--- src/rtl/uart_fifo_core.sv ---
// uart_fifo_core: full-duplex UART with 16x-oversampled receiver, configurable framing and TX/RX FIFOs.
module uart_fifo_core #(
    parameter int CLK_FREQ   = 50_000_000,
    parameter int BAUD_RATE  = 9600,
    parameter int DATA_BITS  = 8,
    parameter int PARITY     = 0,
    parameter int FIFO_DEPTH = 16
) (
    input  logic                 clk,
    input  logic                 n_rst,
    input  logic                 tx_wr,
    input  logic [DATA_BITS-1:0] tx_data,
    output logic                 tx_full,
    output logic                 tx_busy,
    output logic                 tx,
    input  logic                 rx,
    input  logic                 rx_rd,
    output logic [DATA_BITS-1:0] rx_data,
    output logic                 rx_par_err,
    output logic                 rx_empty,
    output logic                 frame_err,
    output logic                 overrun,
    input  logic                 err_clr
);
    localparam int DIV_RAW = CLK_FREQ / (BAUD_RATE * 16);
    localparam int DIV = DIV_RAW < 1 ? 1 : DIV_RAW;
    localparam int CW = DIV > 1 ? $clog2(DIV) : 1;
    localparam int AW = $clog2(FIFO_DEPTH);
    localparam logic PODD = PARITY == 2;
    localparam logic [2:0] LAST_BIT = 3'(DATA_BITS - 1);

    typedef enum logic [2:0] {IDLE, START, DATA, PAR, STOP} state_t;

    logic [CW-1:0] div_cnt;
    logic tick;
    assign tick = div_cnt == CW'(DIV - 1);
    always_ff @(posedge clk or negedge n_rst)
        if (!n_rst) div_cnt <= '0;
        else div_cnt <= tick ? '0 : div_cnt + 1'b1;

    logic [DATA_BITS-1:0] tx_mem [FIFO_DEPTH];
    logic [DATA_BITS-1:0] tx_head, tx_sh;
    logic [AW:0] tx_wp, tx_rp;
    logic tx_empty, tx_pop, tx_we, tx_par, tx_end;
    logic [3:0] tx_tcnt;
    logic [2:0] tx_bit;
    state_t tx_state, tx_next;

    assign tx_empty = tx_wp == tx_rp;
    assign tx_full = (tx_wp[AW] != tx_rp[AW]) && (tx_wp[AW-1:0] == tx_rp[AW-1:0]);
    assign tx_head = tx_mem[tx_rp[AW-1:0]];
    assign tx_end = tick && tx_tcnt == 4'd15;
    // popping straight out of STOP keeps back-to-back frames gapless
    assign tx_pop = !tx_empty && tick && (tx_state == IDLE || (tx_state == STOP && tx_tcnt == 4'd15));
    assign tx_we = tx_wr && (!tx_full || tx_pop);
    assign tx_busy = tx_state != IDLE || !tx_empty;

    always_ff @(posedge clk)
        if (tx_we) tx_mem[tx_wp[AW-1:0]] <= tx_data;

    always_comb begin
        tx_next = tx_state;
        tx = 1'b1;
        case (tx_state)
            IDLE:  if (tx_pop) tx_next = START;
            START: begin
                tx = 1'b0;
                if (tx_end) tx_next = DATA;
            end
            DATA: begin
                tx = tx_sh[0];
                if (tx_end && tx_bit == LAST_BIT) tx_next = PARITY != 0 ? PAR : STOP;
            end
            PAR: begin
                tx = tx_par;
                if (tx_end) tx_next = STOP;
            end
            STOP:    if (tx_end) tx_next = tx_pop ? START : IDLE;
            default: tx_next = IDLE;
        endcase
    end

    always_ff @(posedge clk or negedge n_rst)
        if (!n_rst) begin
            tx_state <= IDLE;
            tx_wp <= '0;
            tx_rp <= '0;
            tx_tcnt <= '0;
            tx_bit <= '0;
            tx_sh <= '0;
            tx_par <= 1'b0;
        end else begin
            tx_state <= tx_next;
            if (tx_we) tx_wp <= tx_wp + 1'b1;
            if (tx_pop) begin
                tx_rp <= tx_rp + 1'b1;
                tx_sh <= tx_head;
                tx_par <= ^tx_head ^ PODD;
                tx_tcnt <= '0;
                tx_bit <= '0;
            end else if (tick) begin
                tx_tcnt <= tx_tcnt + 1'b1;
                if (tx_state == DATA && tx_tcnt == 4'd15) begin
                    tx_sh <= tx_sh >> 1;
                    tx_bit <= tx_bit + 1'b1;
                end
            end
        end

    logic rx_s1, rx_s2, rx_s3;
    logic [DATA_BITS:0] rx_mem [FIFO_DEPTH];
    logic [DATA_BITS:0] rx_head;
    logic [DATA_BITS-1:0] rx_sh;
    logic [AW:0] rx_wp, rx_rp;
    logic rx_full, rx_pop, rx_push, rx_we, rx_mid, rx_end, rx_pbit, rx_perr;
    logic [3:0] rx_tcnt;
    logic [2:0] rx_bit;
    state_t rx_state, rx_next;

    assign rx_empty = rx_wp == rx_rp;
    assign rx_full = (rx_wp[AW] != rx_rp[AW]) && (rx_wp[AW-1:0] == rx_rp[AW-1:0]);
    assign rx_head = rx_mem[rx_rp[AW-1:0]];
    assign rx_data = rx_empty ? '0 : rx_head[DATA_BITS-1:0];
    assign rx_par_err = !rx_empty && rx_head[DATA_BITS];
    assign rx_mid = tick && rx_tcnt == 4'd7;
    assign rx_end = tick && rx_tcnt == 4'd15;
    assign rx_perr = (PARITY != 0) && (rx_pbit ^ (^rx_sh) ^ PODD);
    assign rx_push = rx_state == STOP && rx_end && rx_s2;
    assign rx_pop = rx_rd && !rx_empty;
    assign rx_we = rx_push && (!rx_full || rx_pop);

    always_ff @(posedge clk)
        if (rx_we) rx_mem[rx_wp[AW-1:0]] <= {rx_perr, rx_sh};

    always_comb begin
        rx_next = rx_state;
        case (rx_state)
            IDLE:    if (rx_s3 && !rx_s2) rx_next = START;
            START:   if (rx_mid) rx_next = rx_s2 ? IDLE : DATA;
            DATA:    if (rx_end && rx_bit == LAST_BIT) rx_next = PARITY != 0 ? PAR : STOP;
            PAR:     if (rx_end) rx_next = STOP;
            STOP:    if (rx_end) rx_next = IDLE;
            default: rx_next = IDLE;
        endcase
    end

    always_ff @(posedge clk or negedge n_rst)
        if (!n_rst) begin
            {rx_s3, rx_s2, rx_s1} <= 3'b111;
            rx_state <= IDLE;
            rx_wp <= '0;
            rx_rp <= '0;
            rx_tcnt <= '0;
            rx_bit <= '0;
            rx_sh <= '0;
            rx_pbit <= 1'b0;
            frame_err <= 1'b0;
            overrun <= 1'b0;
        end else begin
            {rx_s3, rx_s2, rx_s1} <= {rx_s2, rx_s1, rx};
            rx_state <= rx_next;
            // after the mid-start sample the count restarts so later samples land mid-bit
            if (rx_state == IDLE || (rx_state == START && rx_mid)) rx_tcnt <= '0;
            else if (tick) rx_tcnt <= rx_tcnt + 1'b1;
            if (rx_state == START) rx_bit <= '0;
            if (rx_state == DATA && rx_end) begin
                rx_sh <= {rx_s2, rx_sh[DATA_BITS-1:1]};
                rx_bit <= rx_bit + 1'b1;
            end
            if (rx_state == PAR && rx_end) rx_pbit <= rx_s2;
            if (rx_we) rx_wp <= rx_wp + 1'b1;
            if (rx_pop) rx_rp <= rx_rp + 1'b1;
            frame_err <= err_clr ? 1'b0 : frame_err | (rx_state == STOP && rx_end && !rx_s2);
            overrun <= err_clr ? 1'b0 : overrun | (rx_push && rx_full && !rx_pop);
        end
endmodule

--- config.mk ---
export PLATFORM = sky130hd
export DESIGN_NAME = uart_fifo_core
export DESIGN_NICKNAME = d
export VERILOG_FILES = /design/src/rtl/uart_fifo_core.sv
export SDC_FILE = /design/constraint.sdc
export NUM_CORES = 1
export LEC_CHECK = 0
export CAP_MARGIN = 5
export CORE_ASPECT_RATIO = 1.4
export CORE_MARGIN = 10
export CORE_UTILIZATION = 50
export DETAILED_ROUTE_END_ITERATION = 6
export DONT_BUFFER_PORTS = 1
export PLACE_DENSITY = 0.68
export SKIP_LAST_GASP = 1
export SYNTH_ARGS = -nofsm -noshare
export SYNTH_HDL_FRONTEND = slang
export SYNTH_SLANG_ARGS = --single-unit
--- constraint.sdc ---
create_clock -name clk -period 2.5 [get_ports clk]
set_input_delay 0.25 -clock clk [delete_from_list [all_inputs] [get_ports clk]]
set_output_delay 0.25 -clock clk [all_outputs]
set_load 0.02 [all_outputs]
==> reports/results.tsv, run 1 <==
metric	value	unit
outcome	complete, but fails checks	
violations	negative setup slack	
die_y	214	microns
synth_top_area_share	57.1	%
fin_tns_setup	-2.64	ns
rows	71	
path_cells	buf_4 -> buf_12 -> mux4_2 -> mux4_2 -> nor2b_1 -> buf_4	
synth_async_sr_flop_share	21.7	%
grt.total_usage	16.0	%
report.final.hold_viol_count	0	
number_of_enable_type_register_cells_in_the_synthesized_netlist	256	
grt_pass1_wl	43200	microns
timing.setup.critical_path_class	flip-flop to primary output	
setup_slack	-0.359	ns
worst-endpoint-arrival	2.61	ns
r2r-start	tx_rp[1]	
routed-via-count	7045	
cap_violations	0	
clock_tree_from_tritoncts	done	
cts_made_buffers	31	
cp_delay_by_family_top	multiplexers	
ys_top_cells_by_area	sky130_fd_sc_hd__edfxtp_1, sky130_fd_sc_hd__dfrtp_1, sky130_fd_sc_hd__mux4_2, sky130_fd_sc_hd__xnor2_1, sky130_fd_sc_hd__ha_1	
clk_root_buffer_cell	sky130_fd_sc_hd__clkbuf_16	
detail_route.iter0.violations	428	
clkTransAtPathRegs	0.06	ns
tightest_slew	0.831	ns
synth_cell_type_count	51	
starting_density	50.4	%
total_power	12900	uW
flow.area_growth_from_synthesis	18.9	%
finalCriticalPeriod	2.86	ns
synth_area	13500	sq um
yosys_register_bits	327	
route.antenna.remaining_nets	0	
post-synth-top-area-cell	sky130_fd_sc_hd__edfxtp_1	
pin_count	29	
place.detailed.instances	1179	
largest_net_degree_at_the_start_of_global_routing	72	
worstPathBufferInverterCount	3	
worst_ep_required_time	2.25	ns
multiInputGateArea	3860	sq um
rsz0062_at_grt	yes	
reg2reg_depth	9	
seq_area	9470	sq um
routed_wire_length_per_instance	21.9	microns
power-per-cell-area	804	nW/um^2
beginning_of_the_critical_path	rx_rp[0]	
setup_viol	8	
routed_wl	27900	microns
syn-num-nets	804	
hp-class	input pin to flip-flop	
ff2ff_setup_slack	0.01	ns
worst_skew_pair.late_latency	0.56	ns
leakage	0.00604	uW
finClkSkew	0.0163	ns
slew_headroom	44.4	%
critical_path_cell_count	6	
critical-path-max-stage-delay	0.53	ns
grt_antenna_before_repair	1	
power.ir.vdd_worst	781	uV
max-clock-path-buffers	3	
floorplan.core_area	26700	sq um
cp-endpoint	rx_data[4]	
regToRegEndpoint	tx_par	
cts_sinks	327	
final_min_period_over_clock_period	114	%
gate_count_of_the_mapped_netlist	772	
fillerInstances	1954	
finalNetCount	915	
1st_pass_router_iterations	4	
final_layout_size_suffix_gt1_share	30.1	%
route.detailed.drc	0	
critical_path.max_fanout	6	
detailedPlacementHpwl	18500	microns
syn_avg_cell_area	17.5	sq um
grt_pass1_vias	7566	
place.gp.congestion	0.835	
routed_via_density	5.53	
synth.yosys.seq_area_share	70.3	%
grt_remaining_overflow	0	
worst_setup_path_start_kind	flip-flop	
fin_cells	1273	
critPathCaptureType	primary output	
h-tree-depth	1	
slew_viol_final	0	
yosys_warnings	0	
primary_ff_master_synth	sky130_fd_sc_hd__edfxtp_1	
port_buffers	0	
fmaxAchievable	0.350	GHz
crit_slowest_cell	sky130_fd_sc_hd__mux4_2	
die-area	34000	sq um
chipWidth	159	microns
[per-layer routing]
| metal | global-route usage, % | share of wire [%] | vias to the layer above | wire (microns) |
|---|---|---|---|---|
| met5 | 0 | 0 | - | 0 |
| met4 | 5.16 | 2.7 | 0 | 756 |
| met3 | 2.32 | 4.0 | 50 | 1130 |
| met2 | 30.2 | 55 | 176 | 15500 |
| met1 | 17.9 | 38 | 3610 | 10500 |
| li1 | - | - | 3209 | - |
[how the worst min path moves through the flow]
stage	from	cells past startpoint	slack (ns)	end
CTS	tx_wr	2	0.04	tx_wp[0]
floorplan	n_rst	0	-0.05	div_cnt[0]
global route	rx_rd	4	0.12	overrun
finish	rx_rd	4	0.11	overrun
global placement	n_rst	0	-0.04	tx_rp[2]
detailed placement	n_rst	0	-0.04	tx_rp[2]
[cell usage after synthesis (4+ instances only)]
library cell	number
sky130_fd_sc_hd__edfxtp_1	256
sky130_fd_sc_hd__mux4_2	69
sky130_fd_sc_hd__dfrtp_1	68
sky130_fd_sc_hd__nor2_1	47
sky130_fd_sc_hd__nand2_1	38
sky130_fd_sc_hd__xnor2_1	27
sky130_fd_sc_hd__o21ai_0	23
sky130_fd_sc_hd__inv_1	21
sky130_fd_sc_hd__clkbuf_1	20
sky130_fd_sc_hd__ha_1	18
sky130_fd_sc_hd__xor2_1	18
sky130_fd_sc_hd__nand3_1	15
sky130_fd_sc_hd__mux2_2	13
sky130_fd_sc_hd__mux2i_1	13
sky130_fd_sc_hd__nor3_1	12
sky130_fd_sc_hd__a21oi_1	11
sky130_fd_sc_hd__nand4_1	10
sky130_fd_sc_hd__nor2b_1	10
sky130_fd_sc_hd__buf_2	9
sky130_fd_sc_hd__nor4_1	9
sky130_fd_sc_hd__and2_1	8
sky130_fd_sc_hd__o22ai_1	8
sky130_fd_sc_hd__and3_1	4
[per-stage QoR]
step,setup WS [ns],area [sq um],hold slack [ns],utilization (%)
after global placement,0.0883,14500,-0.0391,54.1
after global routing,-0.428,16000,0.121,59.9
after detailed placement,0.0368,14500,-0.0397,54.1
after floorplan,-0.230,13500,-0.0456,-
after CTS,-0.366,15700,0.0376,58.6
final,-0.359,16000,0.113,59.9
[layout make-up]
cell class	instances	area share, %
Clock buffer	33	5.02
Inverter	21	0.492
Antenna cell	1	0.0156
Timing Repair Buffer	116	7.12
Clock inverter	24	1.32
Multi-Input combinational cell	386	24.1
Tap cell	365	2.85
Sequential cell	327	59.1
[placed cells by master (no fill, tap or decap), types with 20 or more instances in the layout]
master / instances
sky130_fd_sc_hd__o21ai_0: 23
sky130_fd_sc_hd__nor2_1: 42
sky130_fd_sc_hd__mux4_2: 69
sky130_fd_sc_hd__dfrtp_1: 66
sky130_fd_sc_hd__nand2_1: 37
sky130_fd_sc_hd__edfxtp_1: 256
sky130_fd_sc_hd__xnor2_1: 27
sky130_fd_sc_hd__buf_4: 79
sky130_fd_sc_hd__inv_1: 20
sky130_fd_sc_hd__clkbuf_16: 34
[kinds of logic (layout without fill, tap and decap cells)]
| logic type | after synthesis | count (layout) | share of synthesized area, % |
|---|---|---|---|
| multiplexers | 100 | 100 | 14.4 |
| buffers and inverters | 59 | 194 | 2.07 |
| AO/OA/AOI/OAI | 53 | 53 | 2.27 |
| AND/OR/NAND/NOR | 167 | 167 | 6.08 |
| adder cells (fa/ha/maj) | 18 | 18 | 1.67 |
| XOR/XNOR | 47 | 47 | 3.21 |
| other | 1 | 2 | 0.0278 |
| flip-flops | 327 | 327 | 70.3 |
[flip-flops by register name, indices dropped and copies added, names as in the netlist, 5 cells and up]
name,count
div_cnt,9
tx_wp,5
tx_rp,5
rx_sh,8
tx_mem,128
rx_mem,128
rx_rp,5
tx_sh,8
rx_wp,5
[worst reg2reg max path, delay by kind of cell, from the launching register on]
kind | cells | cell delay (ns)
DFF | 1 | 0.45
muxes | 3 | 0.84
buffers and inverters | 2 | 0.33
xor gates and xnor gates | 3 | 0.68
AOI/OAI and AO/OA | 1 | 0.12
[timing repair]
item	in CTS	in global routing
pin swaps	0	1
cloned	0	4
hold buffers	13	1
buffers inserted	2	16
setup endpoints to repair	9	214
endpoints found under the hold margin	206	1
resized for setup	2	36
[report_power, final]
| part | total, uW | internal (uW) | switching (uW) |
|---|---|---|---|
| clock | 4610 | 2640 | 1970 |
| sequential | 6290 | 6140 | 147 |
| combinational | 1980 | 955 | 1030 |
| total | 12900 | 9740 | 3150 |
(Power assumes the default switching activity.)
==> run 2: changes to the inputs <==
--- a/config.mk
+++ b/config.mk
@@ -5,9 +5,10 @@
 export SDC_FILE = /design/constraint.sdc
 export NUM_CORES = 1
 export LEC_CHECK = 0
+export ABC_AREA = 0
 export CAP_MARGIN = 5
 export CORE_ASPECT_RATIO = 1.4
-export CORE_MARGIN = 10
+export CORE_MARGIN = 4
 export CORE_UTILIZATION = 50
 export DETAILED_ROUTE_END_ITERATION = 6
 export DONT_BUFFER_PORTS = 1
==> reports/results.tsv, run 2 (synthesized netlist as in run 1, its figures left out) <==
metric	value	unit
n_antenna_cell	0	
pin_count	29	
route.antenna.remaining_nets	0	
timing.setup.critical_path_class	flip-flop to primary output	
r2r-start	div_cnt[0]	
final_core_utilization	60.2	%
flow.area_growth_from_synthesis	17.9	%
grt_pass1_wl	43300	microns
detailedPlacementHpwl	18300	microns
1st_pass_router_iterations	5	
worst_ep_required_time	2.25	ns
outcome	complete, but fails checks	
die_y	202	microns
cp_common_cell	sky130_fd_sc_hd__mux4_2	
port_buffers	0	
power-per-cell-area	783	nW/um^2
worst-endpoint-arrival	2.59	ns
timing.hold.worst_path_depth	3	
routed_via_density	5.64	
worst_skew_pair.late_latency	0.56	ns
slew_viol_final	0	
rows	70	
grt_remaining_overflow	0	
tightest_slew	0.693	ns
hp-class	input pin to flip-flop	
largest_net_degree_at_the_start_of_global_routing	72	
cap_violations	0	
final_layout_size_suffix_gt1_share	29.1	%
cts_made_buffers	30	
finalCriticalPeriod	2.84	ns
fin_tns_setup	-2.41	ns
ff2ff_setup_slack	0.01	ns
violations	negative setup slack	
hold-path-endpoint	tx_wp[2]	
die-area	29700	sq um
grt_pass1_vias	7396	
rsz0062_at_grt	yes	
clkTransAtPathRegs	0.06	ns
regToRegEndpoint	rx_mem[5][4]	
final_min_period_over_clock_period	114	%
place_worst_setup_slack	0.0506	ns
routed_wl	28100	microns
h-tree-depth	1	
cts_sinks	327	
grt.total_usage	19.1	%
fin_hold_ws	0.0908	ns
crit_slowest_cell	sky130_fd_sc_hd__mux4_2	
finalNetCount	901	
setup_viol	8	
final_design_area_no_fill	15900	sq um
route.detailed.drc	0	
clock_tree_from_tritoncts	done	
starting_density	51.1	%
worstPathBufferInverterCount	2	
commonest_cells_after_routing_fill_and_taps_aside	sky130_fd_sc_hd__edfxtp_1, sky130_fd_sc_hd__mux4_2, sky130_fd_sc_hd__buf_4	
critical-path-max-stage-delay	0.58	ns
routed_wire_length_per_instance	22.5	microns
leakage	0.00593	uW
floorplan.core_area	26400	sq um
min_from	tx_wr	
cp_delay_by_family_top	multiplexers	
power.ir.vdd_worst	604	uV
finClkSkew	0.0152	ns
reg2reg_depth	10	
layout_commonest_cell	sky130_fd_sc_hd__edfxtp_1	
clk_root_buffer_cell	sky130_fd_sc_hd__clkbuf_16	
detail_route.iter0.violations	531	
worst_setup_path_start_kind	flip-flop	
place.gp.congestion	0.848	
dpl-instance-area	14400	sq um
critPathCaptureType	primary output	
fillerInstances	1878	
fmaxAchievable	0.352	GHz
routed-via-count	7050	
setup_slack	-0.342	ns
path_cells	buf_12 -> mux4_2 -> mux4_2 -> nor2b_1 -> buf_4	
critical_path.max_fanout	17	
max-clock-path-buffers	3	
grt_antenna_before_repair	0	
chipWidth	147	microns
report.final.hold_viol_count	0	
slew_headroom	53.8	%
[run 2: cell types whose count changed in the layout (fill, tap and decap cells not counted), sizes merged]
cell | before | now
buf | 101 | 90
clkinv | 15 | 5
diode | 1 | 0
clkbuf | 35 | 46
bufinv | 3 | 0
clkinvlp | 6 | 2
[run 2: what timing repair did]
action	CTS	global route
cloned	2	1
hold buffers	14	0
buffers inserted	7	4
pin swaps	0	7
gates resized for setup	2	49
hold endpoints to repair	207	0
setup endpoints to repair	9	240
[run 2: power by group]
| group | switching, uW | internal [uW] | leakage (uW) |
|---|---|---|---|
| Combinational | 1010 | 866 | 0.00191 |
| Sequential | 158 | 6140 | 0.00358 |
| Clock | 1860 | 2380 | 0.000439 |
| Total | 3030 | 9390 | 0.00593 |
[run 2: tightest hold or removal path: stages]
cell                       delay (ns)
sky130_fd_sc_hd__a21boi_4        0.14
sky130_fd_sc_hd__nand2_2         0.13
sky130_fd_sc_hd__xnor2_1         0.07
[run 2: routing by layer]
metal / track usage (%) / share of wire, %
met5: 0 / 0
met4: 6.93 / 3.5
met3: 2.20 / 3.4
met2: 36.0 / 56
met1: 22.3 / 37
[run 2: worst max-delay path by stage]
stage                          start  slack, ns  depth (start not counted)           end
after floorplan           div_cnt[0]      -0.23                          7  rx_mem[0][0]
after global placement      tx_rp[1]       0.03                          9        tx_par
after detailed placement  div_cnt[0]       0.05                          9  rx_mem[5][0]
after CTS                   rx_rp[0]      -0.39                          5    rx_data[1]
after global routing        rx_rp[0]      -0.43                          5    rx_data[1]
final                       rx_rp[0]      -0.34                          5    rx_data[1]
[run 2: layout make-up]
| cell class | instances | area, sq um | share of cell area, % |
|---|---|---|---|
| Tap cell | 360 | 450 | 2.84 |
| Clock buffer | 46 | 872 | 5.49 |
| Inverter | 21 | 78.8 | 0.496 |
| Clock inverter | 7 | 37.5 | 0.236 |
| Sequential cell | 327 | 9470 | 59.6 |
| Timing Repair Buffer | 103 | 1030 | 6.48 |
| Multi-Input combinational cell | 386 | 3940 | 24.8 |
[run 2: through the flow]
stage / instances / total power, uW
floorplan: 772 / 7480
global placement: 1169 / 7960
detailed placement: 1169 / 8010
CTS: 1245 / 12500
global route: 1250 / 12900
finish: 1250 / 12400
==> run 3: changes to the inputs <==
--- a/config.mk
+++ b/config.mk
@@ -12,6 +12,7 @@
 export CORE_UTILIZATION = 50
 export DETAILED_ROUTE_END_ITERATION = 6
 export DONT_BUFFER_PORTS = 1
+export GPL_TIMING_DRIVEN = 0
 export PLACE_DENSITY = 0.68
 export SKIP_LAST_GASP = 1
 export SYNTH_ARGS = -nofsm -noshare
==> reports/results.tsv, run 3 (synthesized netlist as in run 1, its figures left out) <==
metric	value	unit
grt_pass1_wl	43000	microns
chipWidth	147	microns
global_route.usage.met1	21.6	%
cp_common_cell	sky130_fd_sc_hd__mux4_2	
cp_delay_by_family_top	multiplexers	
p_int	9850	uW
fmaxAchievable	0.367	GHz
min_from	tx_wr	
grt.total_usage	18.8	%
route.detailed.drc	0	
tightest_slew	1.15	ns
worst_skew_pair.late_latency	0.55	ns
starting_density	51.1	%
path_cells	buf_12 -> clkbuf_16 -> mux4_2 -> mux4_2 -> nor2b_4	
floorplan.core_area	26400	sq um
port_buffers	0	
die-area	29700	sq um
rsz0062_at_grt	yes	
fin_hold_ws	0.105	ns
crit_slowest_cell	sky130_fd_sc_hd__mux4_2	
timing.setup.critical_path_class	flip-flop to primary output	
r2r-start	rx_rp[0]	
critPathCaptureType	primary output	
detail_route.iter0.violations	545	
clkPwrFrac	34.6	%
final_min_period_over_clock_period	109	%
critical-path-max-stage-delay	0.55	ns
finalNetCount	904	
outcome	complete, but fails checks	
cap_violations	0	
setup_viol	55	
slew_viol_final	0	
max-clock-path-buffers	3	
final_core_utilization	62.5	%
power.ir.vdd_worst	598	uV
routed_via_density	5.65	
place_worst_setup_slack	-0.859	ns
largest_net_degree_at_the_start_of_global_routing	72	
cts_sinks	327	
worst-endpoint-arrival	2.48	ns
detailedPlacementHpwl	17900	microns
final_layout_size_suffix_gt1_share	32.6	%
worstPathBufferInverterCount	2	
cts_made_buffers	30	
routed_wire_length_per_instance	22.4	microns
beginning_of_the_critical_path	rx_rp[0]	
routed-via-count	7103	
grt_pass1_vias	7607	
h-tree-depth	1	
top_usage_layer	met2	
total_power	13100	uW
grt_antenna_before_repair	1	
finalCriticalPeriod	2.73	ns
layout_commonest_cell	sky130_fd_sc_hd__edfxtp_1	
leakage	0.00606	uW
violations	negative setup slack	
die_y	202	microns
use_met2	35.2	%
grt_remaining_overflow	0	
pin_count	29	
clkTransAtPathRegs	0.06	ns
rows	70	
1st_pass_router_iterations	5	
clk_root_buffer_cell	sky130_fd_sc_hd__clkbuf_16	
commonest_cells_after_routing_fill_and_taps_aside	sky130_fd_sc_hd__edfxtp_1, sky130_fd_sc_hd__mux4_2, sky130_fd_sc_hd__dfrtp_1	
power_frac_seq	48.6	%
route.antenna.remaining_nets	0	
use_met3	2.56	%
hp-class	input pin to flip-flop	
setup_slack	-0.225	ns
worst_setup_path_start_kind	flip-flop	
place.gp.congestion	0.778	
switching_share	24.9	%
clock_tree_from_tritoncts	done	
finClkSkew	0.0136	ns
routed_wl	28200	microns
worst_ep_required_time	2.25	ns
slew_headroom	23.6	%
share_comb_of_total_power	16.8	%
switchingPower	3260	uW
flow.area_growth_from_synthesis	22.3	%
report.final.hold_viol_count	0	
power-per-cell-area	796	nW/um^2
critical_path.max_fanout	8	
[run 3: cell count changes in the layout (fill, tap and decap cells not counted), moves of 8 or more]
cell / change
sky130_fd_sc_hd__buf_12: +10
sky130_fd_sc_hd__buf_4: -31
sky130_fd_sc_hd__nor2_1: -13
sky130_fd_sc_hd__nor2_4: +14
sky130_fd_sc_hd__nor2b_1: -8
sky130_fd_sc_hd__nor2b_4: +8
[run 3: area by class of cell]
cell class              instances  area [sq um]
clock buffers                  36           795
flip-flops and latches        327          9470
clock inverters                20           193
repair buffers                 74           867
plain buffers                  32           295
well taps                     360           450
inverters                      21          78.8
multi-input cells             386          4330
fillers                      1803          9880
diodes                          1          2.50
[run 3: power groups by stage]
stage,clock network [uW],registers [uW],logic [uW]
4_1_cts,4620,6360,1880
3_3_place_gp,0,6350,1440
2_1_floorplan,0,6330,1150
6_report,4540,6370,2200
3_5_place_dp,0,6370,1480
5_1_grt,4850,6400,2370
[run 3: stage by stage]
step / area, sq um / std cells / setup TNS, ns
final: 16500 / 1257 / -3.43
after global routing: 16500 / 1257 / -20.32
after CTS: 16000 / 1239 / -4.64
after detailed placement: 14000 / 1139 / -153.77
after global placement: 13900 / 1132 / -165.70
after floorplan: 13500 / 772 / -14.79
[run 3: final timing paths]
path	endpoint	slack [ns]	cells past startpoint
min reg2reg	rx_s2	0.36	0
max reg2reg	rx_mem[7][4]	-0.09	12
min	tx_wp[3]	0.11	3
min in group asynchronous	div_cnt[6]	0.24	2
max	rx_data[3]	-0.23	5
max in group asynchronous	tx_wp[2]	1.93	2
[run 3: timing repair]
item / in CTS / in global routing
buffers inserted: 36 / 14
pin swaps: 21 / 24
cloned: 0 / 4
hold buffers: 14 / 0
setup endpoints to repair: 280 / 241
gates resized for setup: 121 / 53
hold endpoints to repair: 206 / 0
[run 3: per-layer routing]
metal	up-vias	routed length, microns
met2	155	16000
met4	0	1100
met1	3704	10100
li1	3184	-
met5	-	0
met3	60	1010
[run 3: worst min-delay path: cells and delay by family]
kind / cells / cell delay (ns)
AO/OA/AOI/OAI: 1 / 0.17
XOR/XNOR: 1 / 0.07
AND/OR/NAND/NOR: 1 / 0.12
